<file path="config.mk">
export PLATFORM = sky130hd
export DESIGN_NAME = soc_sysid_ext_flat
export DESIGN_NICKNAME = d
export VERILOG_FILES = /design/src/rtl/soc_sysid_pkg.sv /design/src/rtl/soc_sysid_ext_if.sv /design/src/rtl/soc_uptime_counter.sv /design/src/rtl/soc_sysid_ext.sv /design/src/flat_wrapper.sv
export SDC_FILE = /design/constraint.sdc
export NUM_CORES = 1
export LEC_CHECK = 0
export CAP_MARGIN = 5
export CORE_UTILIZATION = 51
export CTS_CLUSTER_DIAMETER = 50
export DETAILED_ROUTE_END_ITERATION = 8
export GPL_ROUTABILITY_DRIVEN = 0
export GPL_TIMING_DRIVEN = 0
export PLACE_DENSITY = 0.73
export SLEW_MARGIN = 5
export SYNTH_ARGS = -nofsm -noshare
export SYNTH_HDL_FRONTEND = slang
export SYNTH_SLANG_ARGS = --single-unit
</file>
<file path="constraint.sdc">
create_clock -name clock -period 2.6 [get_ports clock]
set_clock_uncertainty 0.1 [all_clocks]
set_input_delay 0.26 -clock clock [delete_from_list [all_inputs] [get_ports clock]]
set_output_delay 0.26 -clock clock [all_outputs]
set_load 0.1 [all_outputs]
</file>
<file path="src/rtl/soc_sysid_pkg.sv">
// Shared register-map constants and helpers for the system-identification slave.
package soc_sysid_pkg;

    localparam logic [31:0] OFS_ID        = 32'd0;
    localparam logic [31:0] OFS_TS        = 32'd1;
    localparam logic [31:0] OFS_UP_LO     = 32'd2;
    localparam logic [31:0] OFS_UP_HI     = 32'd3;
    localparam logic [31:0] OFS_SCRATCH   = 32'd4;
    localparam logic [31:0] OFS_CTRL      = 32'd5;
    localparam logic [31:0] OFS_USER_BASE = 32'd6;

    localparam int unsigned CTRL_CLR_BIT  = 0;

    // Byte-lane merge of new data onto an existing word.
    function automatic logic [31:0] be_merge(input logic [31:0] old_w,
                                             input logic [31:0] new_w,
                                             input logic [3:0]  be);
        logic [31:0] res;
        res = old_w;
        for (int i = 0; i < 4; i++) begin
            if (be[i]) res[8*i +: 8] = new_w[8*i +: 8];
        end
        return res;
    endfunction

endpackage

</file>
<file path="src/rtl/soc_sysid_ext_if.sv">
// Avalon-MM slave bus bundle for the system-identification block.
interface soc_sysid_ext_if #(
    parameter int unsigned ADDR_WIDTH = 4
) ();
    logic [ADDR_WIDTH-1:0] address;
    logic                  read;
    logic                  write;
    logic [31:0]           writedata;
    logic [3:0]            byteenable;
    logic [31:0]           readdata;
    logic                  readdatavalid;

    modport master (
        output address, read, write, writedata, byteenable,
        input  readdata, readdatavalid
    );

    modport slave (
        input  address, read, write, writedata, byteenable,
        output readdata, readdatavalid
    );
endinterface

</file>
<file path="src/rtl/soc_uptime_counter.sv">
// Free-running uptime counter with synchronous clear and a high-word snapshot register.
module soc_uptime_counter #(
    parameter int unsigned WIDTH = 64
) (
    input  logic             clock,
    input  logic             reset_n,
    input  logic             i_clr,
    input  logic             i_snap_ld,
    output logic [WIDTH-1:0] o_count,
    output logic [31:0]      o_snap
);

    logic [WIDTH-1:0] r_count;
    logic [31:0]      r_snap;
    logic [31:0]      w_hi;

    always_comb begin
        w_hi = '0;
        w_hi[WIDTH-33:0] = r_count[WIDTH-1:32];
    end

    always_ff @(posedge clock or negedge reset_n) begin
        if (!reset_n) begin
            r_count <= '0;
            r_snap  <= '0;
        end else begin
            r_count <= i_clr ? '0 : r_count + 1'b1;
            // Snapshot takes the pre-clear value when both happen together.
            if (i_snap_ld) r_snap <= w_hi;
        end
    end

    assign o_count = r_count;
    assign o_snap  = r_snap;

endmodule

</file>
<file path="src/rtl/soc_sysid_ext.sv">
// System-ID slave: constant words, uptime counter, scratch and user constants, read latency 1.
module soc_sysid_ext
    import soc_sysid_pkg::*;
#(
    parameter logic [31:0]            ID_VALUE     = 32'h5482_9F9F,
    parameter logic [31:0]            TIMESTAMP    = 32'h0,
    parameter int unsigned            ADDR_WIDTH   = 4,
    parameter int unsigned            NUM_USER     = 2,
    parameter logic [32*NUM_USER-1:0] USER_WORDS   = '0,
    parameter int unsigned            UPTIME_WIDTH = 64
) (
    input  logic       clock,
    input  logic       reset_n,
    soc_sysid_ext_if.slave bus
);

    if (6 + NUM_USER > 2 ** ADDR_WIDTH) begin : g_chk_map
        $error("soc_sysid_ext: register map does not fit the address space");
    end
    if (UPTIME_WIDTH < 33 || UPTIME_WIDTH > 64) begin : g_chk_up
        $error("soc_sysid_ext: UPTIME_WIDTH must be within 33..64");
    end

    logic [31:0]             w_ofs;
    logic                    w_snap_ld;
    logic                    w_clr;
    logic                    w_scr_we;
    logic [31:0]             w_rdata;
    logic [UPTIME_WIDTH-1:0] w_count;
    logic [31:0]             w_snap;

    logic [31:0] r_scratch;
    logic [31:0] r_rdata;
    logic        r_rvalid;

    assign w_ofs     = 32'(bus.address);
    assign w_snap_ld = bus.read && (w_ofs == OFS_UP_LO);
    assign w_scr_we  = bus.write && (w_ofs == OFS_SCRATCH);
    assign w_clr     = bus.write && (w_ofs == OFS_CTRL) && bus.byteenable[0]
                       && bus.writedata[CTRL_CLR_BIT];

    soc_uptime_counter #(
        .WIDTH (UPTIME_WIDTH)
    ) u_uptime (
        .clock     (clock),
        .reset_n   (reset_n),
        .i_clr     (w_clr),
        .i_snap_ld (w_snap_ld),
        .o_count   (w_count),
        .o_snap    (w_snap)
    );

    always_comb begin
        w_rdata = '0;
        case (w_ofs)
            OFS_ID:      w_rdata = ID_VALUE;
            OFS_TS:      w_rdata = TIMESTAMP;
            OFS_UP_LO:   w_rdata = w_count[31:0];
            OFS_UP_HI:   w_rdata = w_snap;
            OFS_SCRATCH: w_rdata = r_scratch;
            default: begin
                for (int k = 0; k < int'(NUM_USER); k++) begin
                    if (w_ofs == OFS_USER_BASE + 32'(k)) w_rdata = USER_WORDS[32*k +: 32];
                end
            end
        endcase
    end

    // Read data is captured from pre-write state, so read-during-write returns old contents.
    always_ff @(posedge clock or negedge reset_n) begin
        if (!reset_n) begin
            r_scratch <= '0;
            r_rdata   <= '0;
            r_rvalid  <= 1'b0;
        end else begin
            r_rvalid <= bus.read;
            if (bus.read) r_rdata <= w_rdata;
            if (w_scr_we) r_scratch <= be_merge(r_scratch, bus.writedata, bus.byteenable);
        end
    end

    assign bus.readdata      = r_rdata;
    assign bus.readdatavalid = r_rvalid;

endmodule

</file>
<file path="src/flat_wrapper.sv">
// flat-port wrapper written by rule: the top's interface ports become plain ports
module soc_sysid_ext_flat import soc_sysid_pkg::*;
#(
    parameter logic [31:0]            ID_VALUE     = 32'h5482_9F9F,
    parameter logic [31:0]            TIMESTAMP    = 32'h0,
    parameter int unsigned            ADDR_WIDTH   = 4,
    parameter int unsigned            NUM_USER     = 2,
    parameter logic [32*NUM_USER-1:0] USER_WORDS   = '0,
    parameter int unsigned            UPTIME_WIDTH = 64
)
  (clock, reset_n, bus_address, bus_read, bus_write, bus_writedata, bus_byteenable, bus_readdata, bus_readdatavalid);
  soc_sysid_ext_if #(.ADDR_WIDTH(ADDR_WIDTH)) bus_i ();
  input  logic clock;
  input  logic reset_n;
  input wire logic [$bits(bus_i.address)-1:0] bus_address;
  input wire logic [$bits(bus_i.read)-1:0] bus_read;
  input wire logic [$bits(bus_i.write)-1:0] bus_write;
  input wire logic [$bits(bus_i.writedata)-1:0] bus_writedata;
  input wire logic [$bits(bus_i.byteenable)-1:0] bus_byteenable;
  output wire logic [$bits(bus_i.readdata)-1:0] bus_readdata;
  output wire logic [$bits(bus_i.readdatavalid)-1:0] bus_readdatavalid;
  assign bus_i.address = bus_address;
  assign bus_i.read = bus_read;
  assign bus_i.write = bus_write;
  assign bus_i.writedata = bus_writedata;
  assign bus_i.byteenable = bus_byteenable;
  assign bus_readdata = bus_i.readdata;
  assign bus_readdatavalid = bus_i.readdatavalid;
  soc_sysid_ext #(.ID_VALUE(ID_VALUE), .TIMESTAMP(TIMESTAMP), .ADDR_WIDTH(ADDR_WIDTH), .NUM_USER(NUM_USER), .USER_WORDS(USER_WORDS), .UPTIME_WIDTH(UPTIME_WIDTH)) u_core (.clock(clock), .reset_n(reset_n), .bus(bus_i));
endmodule
</file>
# Word-level counts from Yosys, hierarchy flattened
# Cells that the tools add are included.
# totals
regBits	161
input_bits	44
output_inout_bits	33
wordCells	25
# classes
n_addsub	1
eq_ne	4
mux	2
reduce_logical	10
# op_table
cell	n
$pmux 32 s4	1
$add 64x1->64 const B	1
$mux 64	1
$logic_not 32->1	1
$eq 4x2->1 const B	2
$eq 4x3->1 const B	2
$reduce_and 2->1	4
$logic_and 1x1->1	5

# Longest topological paths before layout
# Gate-level depths: netlist of the first run.
# logic_depth
word_depth	5
depth_mapped	9
mapped_depth_nobuf	6

# Modules after synthesis
# Synthesis of the first run repeated with hierarchy kept, for this count alone.
# hier_totals
hier_cells	705
area_unflattened_um2	7722.4
# modules_own_cells
module	instances	cells_per_inst	area_per_inst_um2	seq_area_each_um2
soc_uptime_counter	1	439	4531.8	2402.3
soc_sysid_ext	1	266	3190.6	1626.6

# Worst setup path before layout of the first run
# OpenSTA, ideal clock, no wires.
# synth_timing
kind	reg-to-reg
from	register u_core.u_uptime.r_count[3], in the netlist u_core.u_uptime.o_count[3]
to	register u_core.u_uptime.r_count[34], in the netlist u_core.u_uptime.o_count[34]
setup_time_ns	0.078
t_arrival_ns	1.736
t_required_ns	2.422
path_slack_ns	0.686
stages_incl_launch_ff	10
path_buffers	4
period_less_slack_ns	1.914
cell_sequence	dfrtp_1 -> buf_4 -> and4_1 -> buf_4 -> and4_1 -> buf_4 -> buf_6 -> nand2_2 -> or3_1 -> a21oi_1
# synth_between
elab_chain_len	2
# synth_lines
item	line	text
start, declared	soc_uptime_counter.sv:13	logic [WIDTH-1:0] r_count;
start signal, assigned	soc_uptime_counter.sv:27	r_count <= i_clr ? '0 : r_count + 1'b1;
$add 64x1->64	soc_uptime_counter.sv:27	
$mux 64	soc_uptime_counter.sv:27	
# Every way passes these cells.
# A chain may end at the register's enable or synchronous reset.

# Final worst setup path of the first run
# layout_timing
from	input bus_address[0]
to	register u_core.u_uptime.r_snap[29], in the netlist u_core.u_uptime.o_snap[29]
# layout_between
elab_chain_len	2
# layout_lines
item	line	text
start, declared	flat_wrapper.sv:15	input wire logic [$bits(bus_i.address)-1:0] bus_address;
$eq 4x2->1	soc_sysid_ext.sv:37	assign w_snap_ld = bus.read && (w_ofs == OFS_UP_LO);
$logic_and 1x1->1	soc_sysid_ext.sv:37	
end signal, assigned	soc_uptime_counter.sv:29	if (i_snap_ld) r_snap <= w_hi;
end, declared	soc_uptime_counter.sv:14	logic [31:0] r_snap;
# Every way passes these cells.

==> qor.csv, run 1 <==
stage;metric;value;unit
yosys;Synth Instances;713;
power;Cell Pwr Density;854;nW/um^2
floorplan;die footprint;15300;sq um
yosys;unique cell type count in the Yosys netlist;42;
worst_setup_path;Critical Path Start Type;input port;
yosys;Synth Cell Area;7530;sq um
global_routing;vias in the first global route;6185;
placed_design;dpl ws;-0.294;ns
worst_setup_path;crit-path max FO;10;
worst_setup_path;worst endpoint data arrival time;2.76;ns
placed_design;I/O Buffers;76;
global_routing;largest net degree at the start of global routing;92;
layout;Register Area;4030;sq um
layout;most common cell after layout, fill and taps aside;dfrtp_1;
cts;CTS buffer count;17;
sta;Final WS setup;0.0618;ns
cts;clk sinks;161;
worst_setup_path;reg2reg setup slack;0.16;ns
worst_setup_path;Worst R2R Start;u_core.u_uptime.o_count[20];
yosys;Yosys reg bits;161;
sta;fmax;394;MHz
routing;vias per inst;6.29;
routing;Wirelength per Cell;20.7;microns
floorplan;Initial Util;52.0;%
worst_setup_path;CP Launch Point;bus_address[0];
cts;CTS H-tree lvls;4;
layout;final net count;855;
cts;CTS tree;done;
sta;final hold violation count;0;
routing;DR iter-0 viols;647;
status;status;completed;
floorplan;FP Rows;44;
cts;worst skew pair latency;0.43;ns
worst_setup_path;worst reg2reg path endpoint;u_core.u_uptime.o_count[47];
layout;synthesis-to-finish area growth;21.9;%
routing;total number of vias;6331;
floorplan;Die Wd;124;microns
sta;Max-slew headroom;34.1;%
layout;diodes inserted;0;
global_routing;GRT overflow;0;
sta;actual slew at the worst max-slew pin;0.986;ns
cts;clock root buffer;clkbuf_16;
floorplan;core area;14500;sq um
cts;clock transition at the registers of the reported paths;0.06;ns
worst_setup_path;Worst setup EP type;flip-flop;
layout;fill cell count;1117;
job;Max-cap violations;0;
layout;commonest non-fill, non-tap cells in the layout;dfrtp_1 (161), clkdlybuf4s50_1 (75), mux2_2 (60);
yosys;syn nets;758;
worst_setup_path;Data required, critical path;2.82;ns
yosys;Synthesis Warnings;0;
routing;Routed WL;20900;microns
layout;area of the multi-input gates;3200;sq um
floorplan;io pins;77;
routing;antenna-violating nets left;0;
global_routing;first-pass GRT wire length;32300;microns
yosys;Seq/Total Area, Yosys;53.5;%
yosys;fraction of registers with async set/reset;100;%
cts;Clock Path Buffers;2;
cts;Post-CTS Setup Bufs;0;
sta;Tcrit/Tclk final;97.6;%
sta;min cycle time layout;2.54;ns
global_routing;Tot GR Track Use;28.7;%
floorplan;DIE HEIGHT;124;microns
sta;endpoints failing setup;0;
worst_setup_path;Crit Path Category;input port to flip-flop;
yosys;Yosys top cell by area;dfrtp_1;
sta;Pins Over Slew Limit;0;
power;VDD IR max;0.499;mV
yosys;Synth top area share;53.5;%
layout;share of cells above drive strength 1;14.8;%
hold_path;Hold Crit Class;input port to flip-flop;
routing;drt drc;0;
yosys;Syn Area/Cell;10.6;sq um
yosys;Area contributors post-synth;dfrtp_1 (53%), mux2_2 (9.0%), a21oi_1 (3.2%);
power;total power;7.84;mW
global_routing;initial antenna violation count;0;
yosys;top_reg_cell synth;dfrtp_1;
worst_setup_path;Setup crit end;u_core.u_uptime.o_snap[29];
power;Pleak;3.59;nW
worst_setup_path;cells on worst reg2reg path;5;
sta;RSZ-0062 raised after global routing;no;
yosys;EDFF count, synth;0;
routing;drt pass-1 iters;6;
placed_design;hpwl dp;14800;microns
## timing repair
item,4_1_cts,5_1_grt
hold buffers,1,0
gates resized for setup,0,1
endpoints found under the hold margin,70,0
setup endpoints to repair,0,3
## power breakdown
group / internal [mW] / leakage [nW] / switching, mW
combinational: 0.656 / 1.35 / 0.824
sequential: 3.11 / 1.96 / 0.677
clock: 1.53 / 0.285 / 1.04
## kinds of logic after synthesis
kind of cell | share of synthesized area (%)
flops | 53.5
compound gates | 12.5
simple gates | 17.0
buf+inv | 4.17
mux | 8.97
xor+xnor | 3.72
fa+ha+maj | 0.166
## registers in the layout, summed over array words and instances (netlist names)
signal and flops:
u_core.u_uptime.o_snap 32, u_core.u_uptime.o_count 64, u_core.bus.readdata 32, u_core.bus.readdatavalid 1, u_core.r_scratch 32
## worst min-delay path by stage
stage	endpoint	startpoint	slack, ns	cells past startpoint
2_1_floorplan	u_core.bus.readdata[0]	reset_n	-0.14	0
3_3_place_gp	u_core.u_uptime.o_snap[4]	u_core.u_uptime.o_snap[4]	0.37	2
3_5_place_dp	u_core.bus.readdatavalid	reset_n	0.16	1
4_1_cts	u_core.bus.readdatavalid	bus_read	0.18	1
5_1_grt	u_core.bus.readdatavalid	bus_read	0.19	1
6_report	u_core.bus.readdatavalid	bus_read	0.19	1
## stage by stage
step                hold slack [ns]  instances  setup TNS, ns  instance area, sq um  util [%]
finish                        0.193       1007              0                  9180      63.4
floorplan                    -0.136        713              0                  7530         -
global route                  0.194       1007              0                  9180      63.4
detailed placement            0.161        974         -10.32                  8560      59.1
global placement              0.373        973        -838.31                  8520      58.9
CTS                           0.184       1007              0                  9180      63.4
## synth_stat cells, types with 3 or more instances
master,count
nand3_1,28
nand4_2,4
a21oi_1,48
nor2_1,48
clkbuf_1,24
a22oi_1,8
o21ai_0,42
and2_1,4
inv_1,40
or3_1,31
or4_1,3
buf_4,3
and3_1,6
and4_1,5
mux2_2,60
o2bb2ai_1,8
xnor2_1,10
buf_2,7
nor4_1,6
nand4_1,30
xor2_1,22
nand2_1,34
a222oi_1,15
or2_2,3
o22ai_1,32
nor3_1,9
nand4b_1,3
dfrtp_1,161
## worst max-delay path, cell delays in order
cell	delay, ns
clkdlybuf4s50_1	0.52
nor2_2	0.51
and3_1	0.23
buf_2	0.20
nand2_1	0.34
clkbuf_1	0.36
mux2_2	0.33
## cell type report
class,instances,share of cell area [%]
buffer,36,1.79
clock buffer,19,4.82
clock inverter,13,1.76
inverter,40,1.64
multi-input combinational,476,34.9
sequential,161,43.9
tap,184,2.51
timing repair buffer,78,8.75
## routing by layer
layer | part of all wire, % | track usage [%]
met2 | 48 | 45.5
met1 | 41 | 38.4
met3 | 8.5 | 6.09
met5 | 0 | 0
met4 | 2.2 | 11.4
Power figures use the tool's default switching activity.
==> run 2, diff against run 1 <==
--- a/config.mk
+++ b/config.mk
@@ -13,2 +13,3 @@
 export GPL_TIMING_DRIVEN = 0
+export HOLD_SLACK_MARGIN = 0.1
 export PLACE_DENSITY = 0.73
--- a/constraint.sdc
+++ b/constraint.sdc
@@ -4,2 +4,2 @@
 set_output_delay 0.26 -clock clock [all_outputs]
-set_load 0.1 [all_outputs]
+set_load 0.05 [all_outputs]
==> results of run 2 <==
The final DEF is identical to that of run 1. Status: completed.
Main changes from that run: total power 7.84 mW -> 7.78 mW
